`src/rtl/triple_compare_sequencer.sv`:
```
// triple_compare_sequencer: groups a word stream into A/B/C triples,
// compares each once, holds result. Signed mode: TRIPLE_CMP_SIGNED_EN.
module triple_compare_sequencer (
  input  logic        clk,
  input  logic        rst_n,
  input  logic        clear,
  input  logic [15:0] in_data,
  input  logic        in_valid,
  output logic        in_ready,
  output logic        out_valid,
  input  logic        out_ready,
  output logic [1:0]  out_largest,
  output logic [1:0]  out_smallest,
  output logic [2:0]  out_eq,
  output logic        out_all_equal,
  output logic [15:0] out_max,
  output logic [15:0] out_min
);

  typedef enum logic [1:0] {
    COLLECT,
    COMPARE,
    HOLD
  } state_t;

  state_t      state;
  state_t      state_nx;
  logic [1:0]  cnt;
  logic [1:0]  cnt_nx;
  logic        accept;
  logic [15:0] a;
  logic [15:0] b;
  logic [15:0] c;

  function automatic logic gt(
    input logic [15:0] x,
    input logic [15:0] y
  );
`ifdef TRIPLE_CMP_SIGNED_EN
    return $signed(x) > $signed(y);
`else
    return x > y;
`endif
  endfunction

  logic        gt_ab, gt_ba;
  logic        gt_ac, gt_ca;
  logic        gt_bc, gt_cb;
  logic [15:0] max_ab, min_ab;
  logic [15:0] max_v, min_v;
  logic [1:0]  lg_v, sm_v;
  logic [2:0]  eq_v;

  assign gt_ab  = gt(a, b);
  assign gt_ba  = gt(b, a);
  assign gt_ac  = gt(a, c);
  assign gt_ca  = gt(c, a);
  assign gt_bc  = gt(b, c);
  assign gt_cb  = gt(c, b);
  assign max_ab = gt_ab ? a : b;
  assign min_ab = gt_ab ? b : a;
  assign max_v  = gt(c, max_ab) ? c : max_ab;
  assign min_v  = gt(min_ab, c) ? c : min_ab;
  assign eq_v   = {a == c, b == c, a == b};

  // index of a strictly-greatest / strictly-least input, else tie code
  always_comb begin
    lg_v = 2'b11;
    sm_v = 2'b11;
    unique case (1'b1)
      gt_ab & gt_ac: lg_v = 2'b00;
      gt_ba & gt_bc: lg_v = 2'b01;
      gt_ca & gt_cb: lg_v = 2'b10;
      default: ;
    endcase
    unique case (1'b1)
      gt_ba & gt_ca: sm_v = 2'b00;
      gt_ab & gt_cb: sm_v = 2'b01;
      gt_ac & gt_bc: sm_v = 2'b10;
      default: ;
    endcase
  end

  // next-state, word counter and handshake; clear overrides all
  always_comb begin
    state_nx = state;
    cnt_nx   = cnt;
    in_ready = 1'b0;
    accept   = 1'b0;
    unique case (state)
      COLLECT: begin
        in_ready = 1'b1;
        accept   = in_valid;
        if (in_valid) begin
          if (cnt == 2'd2) begin
            cnt_nx   = 2'd0;
            state_nx = COMPARE;
          end else begin
            cnt_nx = cnt + 2'd1;
          end
        end
      end
      COMPARE: state_nx = HOLD;
      HOLD: begin
        if (out_ready) begin
          state_nx = COLLECT;
        end
      end
      default: state_nx = COLLECT;
    endcase
    if (clear) begin
      state_nx = COLLECT;
      cnt_nx   = 2'd0;
      accept   = 1'b0;
    end
  end

  // state and counter registers
  always_ff @(posedge clk or negedge rst_n) begin
    if (!rst_n) begin
      state <= COLLECT;
      cnt   <= 2'd0;
    end else begin
      state <= state_nx;
      cnt   <= cnt_nx;
    end
  end

  // operand capture in arrival order
  always_ff @(posedge clk or negedge rst_n) begin
    if (!rst_n) begin
      a <= '0;
      b <= '0;
      c <= '0;
    end else if (accept) begin
      unique case (cnt)
        2'd0:    a <= in_data;
        2'd1:    b <= in_data;
        default: c <= in_data;
      endcase
    end
  end

  // result registers load once per triple; clear leaves them intact
  always_ff @(posedge clk or negedge rst_n) begin
    if (!rst_n) begin
      out_largest   <= 2'b11;
      out_smallest  <= 2'b11;
      out_eq        <= 3'b000;
      out_all_equal <= 1'b0;
      out_max       <= '0;
      out_min       <= '0;
    end else if (state == COMPARE && !clear) begin
      out_largest   <= lg_v;
      out_smallest  <= sm_v;
      out_eq        <= eq_v;
      out_all_equal <= &eq_v;
      out_max       <= max_v;
      out_min       <= min_v;
    end
  end

  assign out_valid = (state == HOLD);

endmodule

```
`config.mk`:
```
export PLATFORM = sky130hd
export DESIGN_NAME = triple_compare_sequencer
export DESIGN_NICKNAME = d
export VERILOG_FILES = /design/src/rtl/triple_compare_sequencer.sv
export SDC_FILE = /design/constraint.sdc
export NUM_CORES = 1
export LEC_CHECK = 0
export ABC_AREA = 1
export BUFFER_PORTS_ARGS = -buffer_cell sky130_fd_sc_hd__buf_2
export CAP_MARGIN = 15
export CORE_ASPECT_RATIO = 1.2
export CORE_UTILIZATION = 30
export CTS_BUF_LIST = sky130_fd_sc_hd__clkbuf_4 sky130_fd_sc_hd__clkbuf_8
export DETAILED_ROUTE_END_ITERATION = 10
export PLACE_DENSITY = 0.5
export SLEW_MARGIN = 20
export SYNTH_ARGS = -nofsm -noshare
export SYNTH_HDL_FRONTEND = slang
export SYNTH_SLANG_ARGS = --single-unit
```
`constraint.sdc`:
```
create_clock -name clk -period 7 [get_ports clk]
set_clock_uncertainty 0.05 [all_clocks]
set_input_delay 1.4 -clock clk [delete_from_list [all_inputs] [get_ports clk]]
set_output_delay 1.4 -clock clk [all_outputs]
set_load 0.02 [all_outputs]
```
### After elaboration in Yosys (flattened, before gate mapping)

Cells that the tools add are included.

* equality and inequality tests: 10
* reductions and logical operators: 13
* bitwise logic cells: 7
* magnitude comparators: 8
* muxes and demuxes: 18
* $add $sub $neg: 1

Operators by type and width (number)
* $gt A16 B16 Y1: 8
* $mux W16: 4
* $eq A16 B16 Y1: 3
* $pmux W2 S3: 3
* $mux W2: 8
* $reduce_and A2 Y1: 4
* $and A1 B1 Y1: 6
* $ne A3 B3 Y1 const B: 2
* $reduce_and A3 Y1: 2
* $eq A2 B1 Y1 const B: 2
* $eq A2 B2 Y1 const B: 2
* $logic_not A2 Y1: 2
* $reduce_bool A2 Y1: 2
* $mux W1: 3
* $ne A3 B2 Y1 const B: 1
* $add A2 B1 Y2 const B: 1
* $reduce_or A2 Y1: 1
* $logic_and A1 B1 Y1: 1
* $logic_not A1 Y1: 1
* $not A1 Y1: 1

* word-level logic and storage cells: 68
* register bits: 92
* output and inout bits: 42

### Longest topological paths before layout

Gate-level depths: netlist of run 1.

* depth after elaboration: 5
* mapped depth: 29

### Least setup slack after synthesis of run 1

Ideal clock, no wire load.

* path kind: register to register
* from: register a[15]
* to: register out_max[10]
* slack: 3.856 ns
* clock period less this slack: 3.144 ns
* data required time: 6.834 ns
* buffers on the path: 2
* arrival time: 2.978 ns
* cell stages (with the launch flop): 22
* path through: dfrtp_1 inv_1 ha_1 nand2_1 nor2_2 nand2_1 clkinv_1 nand2_2 clkbuf_1 nand3_1 and2_1 ha_1 nand2_2 nor4_4 nand2_2 nand2_4 buf_12 nand3_2 nand2_1 inv_2 nand2_1 nand2_1

* word-level cells in the longest chain between the ends: 4

RTL lines
* from (decl): line 31 `logic [15:0] a;`
* from (signal assigned): line 137 `2'd0: a <= in_data;`
* $gt A16 B16 Y1: line 42 `return x > y;`
* $mux W16 *: line 60 `assign max_ab = gt_ab ? a : b;`
* $gt A16 B16 Y1: line 42
* $mux W16 *: line 62 `assign max_v = gt(c, max_ab) ? c : max_ab;`
* to (signal assigned): line 158 `out_max <= max_v;`
* to (decl): line 16 `output logic [15:0] out_max,`

Mark *: on every way between the ends. The rest lies on a longest branch, timed or not.
A chain may end at the register's enable or synchronous reset.

### Final worst setup path of run 1

* from: register a[14]
* to: register out_max[0]

The elaborated chain is that of the path after synthesis.

==> metrics.txt, run 1 <==
status completed; gpl congestion between 0.8 and 0.9; slowest CP cell nand2_4; antenna diode count 0; clock sink count 92; most frequent cell after synthesis nand2_1; Max Slew Vio Count 0; # IOs 63; number of port buffers 62; top cells by count, synth 294 x nand2_1, 110 x nand3_1, 94 x inv_1; ranking of synthesized cells by area dfrtp_1 33%, nand2_1 17%, ha_1 15%, nand3_1 8.3%, inv_1 5.3%; metal3 WL 466 um; die area approximately 0.023 sq mm; Critical path buffers and inverters 2; cell taking the most area after synthesis dfrtp_1; Synth cell types 31; vias in the first global route ~5300; first-pass GRT wire length 28000 um; critical path type flip-flop to flip-flop; crit path DAT 4.65 ns; grt total ovfl 0; post-CTS setup buffers 0; fin crit share 63.3%; delay of the slowest critical-path stage 0.47 ns; DRT iter0 DRCs 381; met2 routed WL 7340 um; vias per inst 4.61; synthesized net count 996; Overall Power 3.19 mW; share of post-route cells with drive strength above 1 12.9%; Cells after Synth about 900; CP Data Required Time 7.22 ns; worst-margin pin slew between 0.9 and 1 ns; maximum number of pins on one net before global-route repair 53; Final Hold Vio Count 0; chip width 138 um; VDD IR max ~160 uV; Synth top area share 33.3%; CTS tree built; Hold Buf Count CTS 0; via count between 5000 and 6000; Remaining DRCs 0; Hold Crit Class flip-flop to flip-flop; post-route ant nets 0; fmax 226 MHz; uppermost routed layer met4; #FFs+latches synth slightly above 90; Tmin final 4.43 ns; Seq/Total Area, Yosys between 30% and 40%; Initial Utilization a little under a third; fill cell count 2343; Cell Rows 59; final WL 17200 um; Num CTS Buffers 9; Wirelength per Cell 14.1 um; Syn Std Cell Area 0.00662 sq mm; Final nets 1042; ys async rst share 100%; Post-CTS Resized 0; leakage power 4.06 nW; hpwl dp 13500 um; Global Route Usage Sum between 15 and 20%; Post-DP Area 0.00711 sq mm; MaxCap Viol Count 0; PwrDens 435 mW/mm^2; # H-tree levels 3; Avg Cell Area, Syn 7.40 sq um; Main synth FF type dfrtp_1; Ys Warns 0; RSZ-0062 raised after global routing false; Worst Setup End Kind flip-flop; number of synthesized flops with an enable pin 0; Worst-path clk slew 0.09 ns; CTS max path bufs 2; Post-Route M1 WL 9110 um; slew margin rel. 34.5%; critical path's most frequent cell nand2_1; critical path's top delay family simple AND/OR/NAND/NOR gates; Finished Cell Area 0.00732 sq mm; core area 0.0216 sq mm; setup_tns 0 ns; setup violators final 0; DR pass1 iterations 5; DIE HEIGHT 165 um; initial antenna violation count 0; P&R area growth vs syn 10.6%; clk_lat worst skew 0.38 ns; CP Launch Type flip-flop; CP max FO 34; root cell of the clock tree clkbuf_8; crit-path cells inv_1 -> ha_1 -> nand2_1 -> nor2_2 -> nand2_1 -> clkinv_1 -> nand2_2 -> nand2_4 -> nand2_1 -> and2_1 -> ha_1 -> nand2_1 -> nor4_4 -> nand3_4 -> nand2_4 -> nand3_1 -> nand2_1 -> nand2_1
==> sequential cells by signal (all words and copies together), names as in the netlist, 3 cells and up <==
signal and cells:
out_max 16, a 16, out_min 16, b 16, c 16, out_eq 3
==> where the power goes <==
part / switching [mW] / internal [mW] / leakage, nW
Clock: 0.186 / 0.215 / 0.107
Combinational: 1.23 / 0.672 / 2.76
Sequential: 0.178 / 0.702 / 1.19
Total: 1.60 / 1.59 / 4.06
==> metrics by stage <==
step	worst slack [ns]	hold WS, ns	cells	util, %
5_1_grt	2.22	0.446	1217	33.8
6_report	2.57	0.419	1217	33.8
2_1_floorplan	3.86	0.431	895	-
4_1_cts	2.52	0.421	1217	33.8
3_5_place_dp	2.55	0.408	1204	32.9
3_3_place_gp	2.51	0.407	1204	32.9
==> kinds of logic after synthesis <==
kind of cell / count (synthesis) / share of synthesized area (%)
flops: 92 / 34.9
simple gates: 476 / 32.2
compound gates: 105 / 8.39
buf+inv: 142 / 9.41
fa+ha+maj: 80 / 15.1
==> layout by cell type (no fill, tap or decap), drive strengths merged <==
cell type  instances
nand2            302
dfstp              4
nor4               1
o21a               4
buf               67
o21ai             60
clkbuf            11
nor2              26
clkinv             4
dfrtp             88
nand3            122
o21bai             1
a21oi             39
and2              16
bufinv             2
a21o               1
nand4              7
nor3               2
ha                80
inv              106
==> worst paths after layout <==
kind	start	end	cells after the start	slack, ns
worst max-delay path	a[14]$_DFFE_PN0P_	out_max[0]$_DFFE_PN0P_	18	2.57
worst min-delay path	out_largest[1]$_DFFE_PN1P_	out_largest[1]$_DFFE_PN1P_	2	0.42
worst max register to register	a[14]$_DFFE_PN0P_	out_max[0]$_DFFE_PN0P_	18	2.57
worst min register to register	out_largest[1]$_DFFE_PN1P_	out_largest[1]$_DFFE_PN1P_	2	0.42
max in group asynchronous	rst_n	a[7]$_DFFE_PN0P_	2	4.88
min in group asynchronous	rst_n	out_min[12]$_DFFE_PN0P_	1	0.94
==> routing by layer <==
metal  vias to the layer above  GRT usage (%)
met3                        18           1.44
li1                       2982              -
met5                         -              0
met2                       105           24.4
met4                         0           5.19
met1                      2501           23.6
==> final cells by class <==
type                    instances  area [sq um]  share of cell area (%)
inverters                     110           413                    5.64
multi-input cells             661          3690                    50.5
well taps                     274           343                    4.68
clock inverters                 2          60.1                   0.821
repair buffers                 67           350                    4.79
flip-flops and latches         92          2310                    31.5
clock buffers                  11           151                    2.07
==> worst register-to-register path, stage by stage (launching register included) <==
cell	delay, ns
dfrtp_1	0.44
inv_1	0.09
ha_1	0.29
nand2_1	0.07
nor2_2	0.19
nand2_1	0.14
clkinv_1	0.08
nand2_2	0.35
nand2_4	0.48
nand2_1	0.12
and2_1	0.16
ha_1	0.29
nand2_1	0.13
nor4_4	0.43
nand3_4	0.37
nand2_4	0.34
nand3_1	0.18
nand2_1	0.10
nand2_1	0.05
(Power assumes the default switching activity.)
==> run 2: changes to the inputs <==
Settings changed: PLACE_DENSITY 0.5 to 0.52.
Clock period 7 ns to 4 ns, I/O delays scaled along.
==> run 2 against run 1 <==
Compared with the run above: design area grew 2.1%; routed wire length shrank 0.59%; first-iteration DRC count shrank 3.7%; hold slack gained 0.0029 ns; via count grew 4.1%; clock power grew 85%; register-to-register slack lost 2.2 ns; largest cell class unchanged.
==> metrics.txt, run 2 (synthesis gave the netlist of run 1 again) <==
Global Route Usage Sum 16.3%; setup slack after placement 0.264 ns; Worst Setup End Kind flip-flop; slew margin rel. 36.4%; Internal 2.88 mW; CP max FO 33; NetSw 2.83 mW; post-CTS setup buffers 0; Max Slew Vio Count 0; PwrDens 764 mW/mm^2; hpwl dp 13500 um; clock sink count 92; fin crit share 91.5%; Final nets 1056; Finished Cell Area 0.00747 sq mm; Comb pwr share 60.5%; Worst-path clk slew 0.09 ns; core area 0.0216 sq mm; commonest non-fill, non-tap cell in the layout nand2_1; post-route ant nets 0; VDD IR max 325 uV; leakage power 4.16 nW; # H-tree levels 3; most frequent cells in the layout 293 x nand2_1, 110 x nand3_1, 94 x inv_1; DRT iter0 DRCs ~370; DIE HEIGHT ~160 um; final WL about 17000 um; P&R area growth vs syn 12.9%; # IOs 63; final worst slack 0.339 ns; initial antenna violation count 0; Cell Rows 59; CP Launch Type flip-flop; CP Data Required Time 4.27 ns; clock network power share 13.0%; worst-margin pin slew 0.953 ns; chip width 138 um; status completed; Post-DP Area 0.00721 sq mm; die area 0.0227 sq mm; antenna diode count 0; maximum number of pins on one net before global-route repair 71; Remaining DRCs 0; Hold Buf Count CTS 0; critical path type flip-flop to flip-flop; vias in the first global route 5582; Num CTS Buffers 9; vias per inst around 4.7; fmax between 200 and 300 MHz; RSZ-0062 raised after global routing false; clk_lat worst skew 0.39 ns; via count slightly below 6000; first-pass GRT wire length 28600 um; CTS max path bufs 2; placed cells 1218; Tmin final 3.66 ns; root cell of the clock tree clkbuf_8; share of post-route cells with drive strength above 1 between 10% and 20%; number of port buffers 62; CTS tree built; Initial Utilization 30.6%; fill cell count 2331; Post-CTS Resized 0; gpl congestion about 0.86; Sequential Power Share 26.5%; crit path DAT 3.93 ns; Wirelength per Cell 13.8 um; setup_tns 0 ns; DR pass1 iterations 5; setup violators final 0; Layout Cells excl Fill 1234; Sw Ratio between 40% and 50%; grt total ovfl 0; Hold Crit Class flip-flop to flip-flop; Final Hold Vio Count 0; MaxCap Viol Count 0
[run 2: changes by cell type in the layout (fill, tap and decap cells not counted), sizes merged]
| cell | delta |
|---|---|
| clkinv | +1 |
| clkbuf | +2 |
| buf | +14 |
[run 2: power groups by stage]
stage | logic (mW) | registers [mW] | clock network, mW
finish | 3.45 | 1.51 | 0.743
global placement | 3.40 | 1.53 | 0
detailed placement | 3.43 | 1.53 | 0
global route | 3.98 | 1.56 | 0.797
floorplan | 2.46 | 1.65 | 0
CTS | 3.44 | 1.52 | 0.770
[run 2: worst max-delay path, cell delays in order, from the launching register on]
cell	delay [ns]
dfrtp_1	0.41
inv_1	0.08
ha_1	0.31
a21oi_1	0.17
o21ai_1	0.12
a21oi_4	0.22
buf_6	0.28
nand3_1	0.14
and2_1	0.18
ha_1	0.29
nand2_1	0.07
nor2_1	0.27
nand2_1	0.10
nand2_1	0.12
nand2_2	0.08
nand2_4	0.23
nand2_4	0.20
nand3_1	0.13
nand2_1	0.07
nand2_1	0.05
[run 2: path summary, 6_finish.rpt]
kind,start,to,slack (ns),depth (start not counted)
setup / recovery,a[9]$_DFFE_PN0P_,out_max[3]$_DFFE_PN0P_,0.34,19
hold / removal,out_smallest[0]$_DFFE_PN1P_,out_smallest[0]$_DFFE_PN1P_,0.42,2
setup reg to reg,a[9]$_DFFE_PN0P_,out_max[3]$_DFFE_PN0P_,0.34,19
hold reg to reg,out_smallest[0]$_DFFE_PN1P_,out_smallest[0]$_DFFE_PN1P_,0.42,2
max in group asynchronous,rst_n,b[4]$_DFFE_PN0P_,2.56,2
min in group asynchronous,rst_n,out_min[13]$_DFFE_PN0P_,0.49,1
[run 2: area by class of cell]
type                       count  area [sq um]  share of cell area [%]
clock buffer                  13           166                    2.23
clock inverter                 3          68.8                   0.921
inverter                     110           413                    5.53
multi-input combinational    661          3710                    49.7
sequential                    92          2310                    30.9
tap                          274           343                    4.59
timing repair buffer          81           463                    6.20
[run 2: routing by layer]
metal	global-route usage, %	routed length [um]	up-vias
met2	25.1	7340	117
li1	-	-	3018
met5	0	0	-
met4	6.19	325	0
met3	1.41	501	21
met1	23.3	8900	2681
[run 2: stage by stage]
| step | power [mW] | util [%] | hold WS [ns] |
|---|---|---|---|
| floorplan | 4.11 | - | 0.431 |
| global placement | 4.93 | 33.3 | 0.408 |
| detailed placement | 4.96 | 33.3 | 0.409 |
| CTS | 5.73 | 34.4 | 0.423 |
| global route | 6.35 | 34.5 | 0.452 |
| finish | 5.71 | 34.5 | 0.422 |
==> run 3: changes to the inputs <==
Settings changed: CELL_PAD_IN_SITES_DETAIL_PLACEMENT set to 0, CELL_PAD_IN_SITES_GLOBAL_PLACEMENT set to 1, PLACE_DENSITY 0.52 to 0.65.
==> run 3 against run 2 <==
Compared with the run above: power about the same; utilization grew 0.10 points; non-clock buffer count rose by 4; critical path depth stayed put; fmax fell by 0.95%; global-route usage rose by 0.28 points; count of clock-buffer cells in the layout fell by 3; flip-flop and latch count stayed put; design area up 0.30%; largest power group unchanged; highest routed layer unchanged.
==> metrics.txt, run 3 (synthesis gave the netlist of run 1 again) <==
via count 5676; Sw Ratio 50.0%; Remaining DRCs 0; worst-margin pin slew 0.928 ns; Wirelength per Cell 14.1 um; vias in the first global route about 5500; Internal about 2.9 mW; slowest CP cell dfrtp_1; Initial Utilization 30.6%; Worst setup startpoint a[14]$_DFFE_PN0P_; core area 0.0216 sq mm; clk_lat worst skew 0.38 ns; setup violators final 0; Final Core Density 34.7%; CP Launch Type flip-flop; MaxCap Viol Count 0; Cell Rows 59; vias per inst 4.58; CP Data Required Time 4.27 ns; crit-path cells inv_1 -> ha_1 -> nand2_1 -> nor2_2 -> nand2_1 -> clkinv_1 -> nand2_2 -> buf_6 -> nand3_1 -> and2_1 -> ha_1 -> nand2_1 -> nor4_4 -> nand2_2 -> nand2_4 -> nand2_4 -> nand3_1 -> nand2_1 -> nand2_1; gpl congestion 0.791; antenna diode count 0; root cell of the clock tree clkbuf_8; fmax 271 MHz; crit path DAT 3.97 ns; delay of the slowest critical-path stage 0.44 ns; hpwl dp between 10000 and 15000 um; post-CTS setup buffers 0; # IOs 63; CTS max path bufs 2; worst r2r src a[14]$_DFFE_PN0P_; share of post-route cells with drive strength above 1 between 10% and 20%; CTS tree built; Num CTS Buffers 9; Worst-path clk slew 0.10 ns; DIE HEIGHT 165 um; final WL 17500 um; commonest non-fill, non-tap cell in the layout nand2_1; fin crit share between 90% and 100%; # H-tree levels 3; Final Hold Vio Count 0; P&R area growth vs syn 13.2%; number of port buffers 62; status completed; post-route ant nets 0; Post-CTS Resized 0; VDD IR max 399 uV; chip width 138 um; slew margin rel. 38.1%; PwrDens 761 mW/mm^2; Overall Power 5.70 mW; Sequential Power Share 26.5%; DR pass1 iterations 4; Final nets 1060; Global Route Usage Sum 16.5%; critical path type flip-flop to flip-flop; CP max FO 33; Hold WS 0.410 ns; die area 0.0227 sq mm; Hold Crit Class input pin to async pin; most frequent cells in the layout 293 x nand2_1, 110 x nand3_1, 94 x inv_1; clock network power share 12.5%; clock sink count 92; RSZ-0062 raised after global routing false; first-pass GRT wire length approximately 29000 um; Hold Buf Count CTS 0; Max Slew Vio Count 0; initial antenna violation count 0; maximum number of pins on one net before global-route repair 93; Worst Setup End Kind flip-flop; leakage power 4.16 nW; DRT iter0 DRCs 285; Comb pwr share 61.0%; Tmin final about 3.7 ns; setup_tns 0 ns; grt total ovfl 0; critical path's most frequent cell nand2_1; NetSw between 2 and 3 mW
[run 3: per-stage QoR]
stage | setup WS [ns] | cells | instance area (sq um)
after floorplan | 0.856 | 895 | 6620
after global placement | 0.259 | 1222 | 7260
after detailed placement | 0.241 | 1222 | 7260
after CTS | 0.209 | 1238 | 7480
after global routing | 0.00932 | 1238 | 7490
final | 0.304 | 1238 | 7490
[run 3: layout make-up]
cell class,instances,area [sq um]
multi-input cells,661,3710
flip-flops and latches,92,2310
fillers,2366,14100
inverters,110,413
clock inverters,6,88.8
well taps,274,343
repair buffers,85,505
clock buffers,10,131
[run 3: critical path, delay by kind of cell, from the launching register on]
family | cells | cell delay, ns
adders and majority gates | 2 | 0.58
buffers and inverters | 3 | 0.45
DFF | 1 | 0.44
and+or+nand+nor | 14 | 2.09
[run 3: path summary, 6_finish.rpt]
kind	end	slack (ns)	cells past startpoint
setup / recovery	out_max[11]$_DFFE_PN0P_	0.30	19
hold / removal	out_min[14]$_DFFE_PN0P_	0.41	2
max in group asynchronous	a[3]$_DFFE_PN0P_	3.10	2
min in group clk	out_largest[1]$_DFFE_PN1P_	0.43	2
setup reg to reg	out_max[11]$_DFFE_PN0P_	0.30	19
hold reg to reg	out_largest[1]$_DFFE_PN1P_	0.43	2
[run 3: layer usage]
layer,vias to the layer above,global-route usage [%],share of wire [%]
li1,3025,-,-
met1,2550,24.2,52
met2,90,25.0,43
met3,11,1.75,2.7
met4,0,5.64,1.5
met5,-,0,0
[run 3: power by group through the flow]
| stage | clock [mW] | sequential (mW) | combinational, mW |
|---|---|---|---|
| final | 0.711 | 1.51 | 3.48 |
| after global routing | 0.773 | 1.56 | 3.99 |
| after CTS | 0.746 | 1.52 | 3.51 |
| after detailed placement | 0 | 1.53 | 3.49 |
| after global placement | 0 | 1.53 | 3.49 |
| after floorplan | 0 | 1.65 | 2.46 |
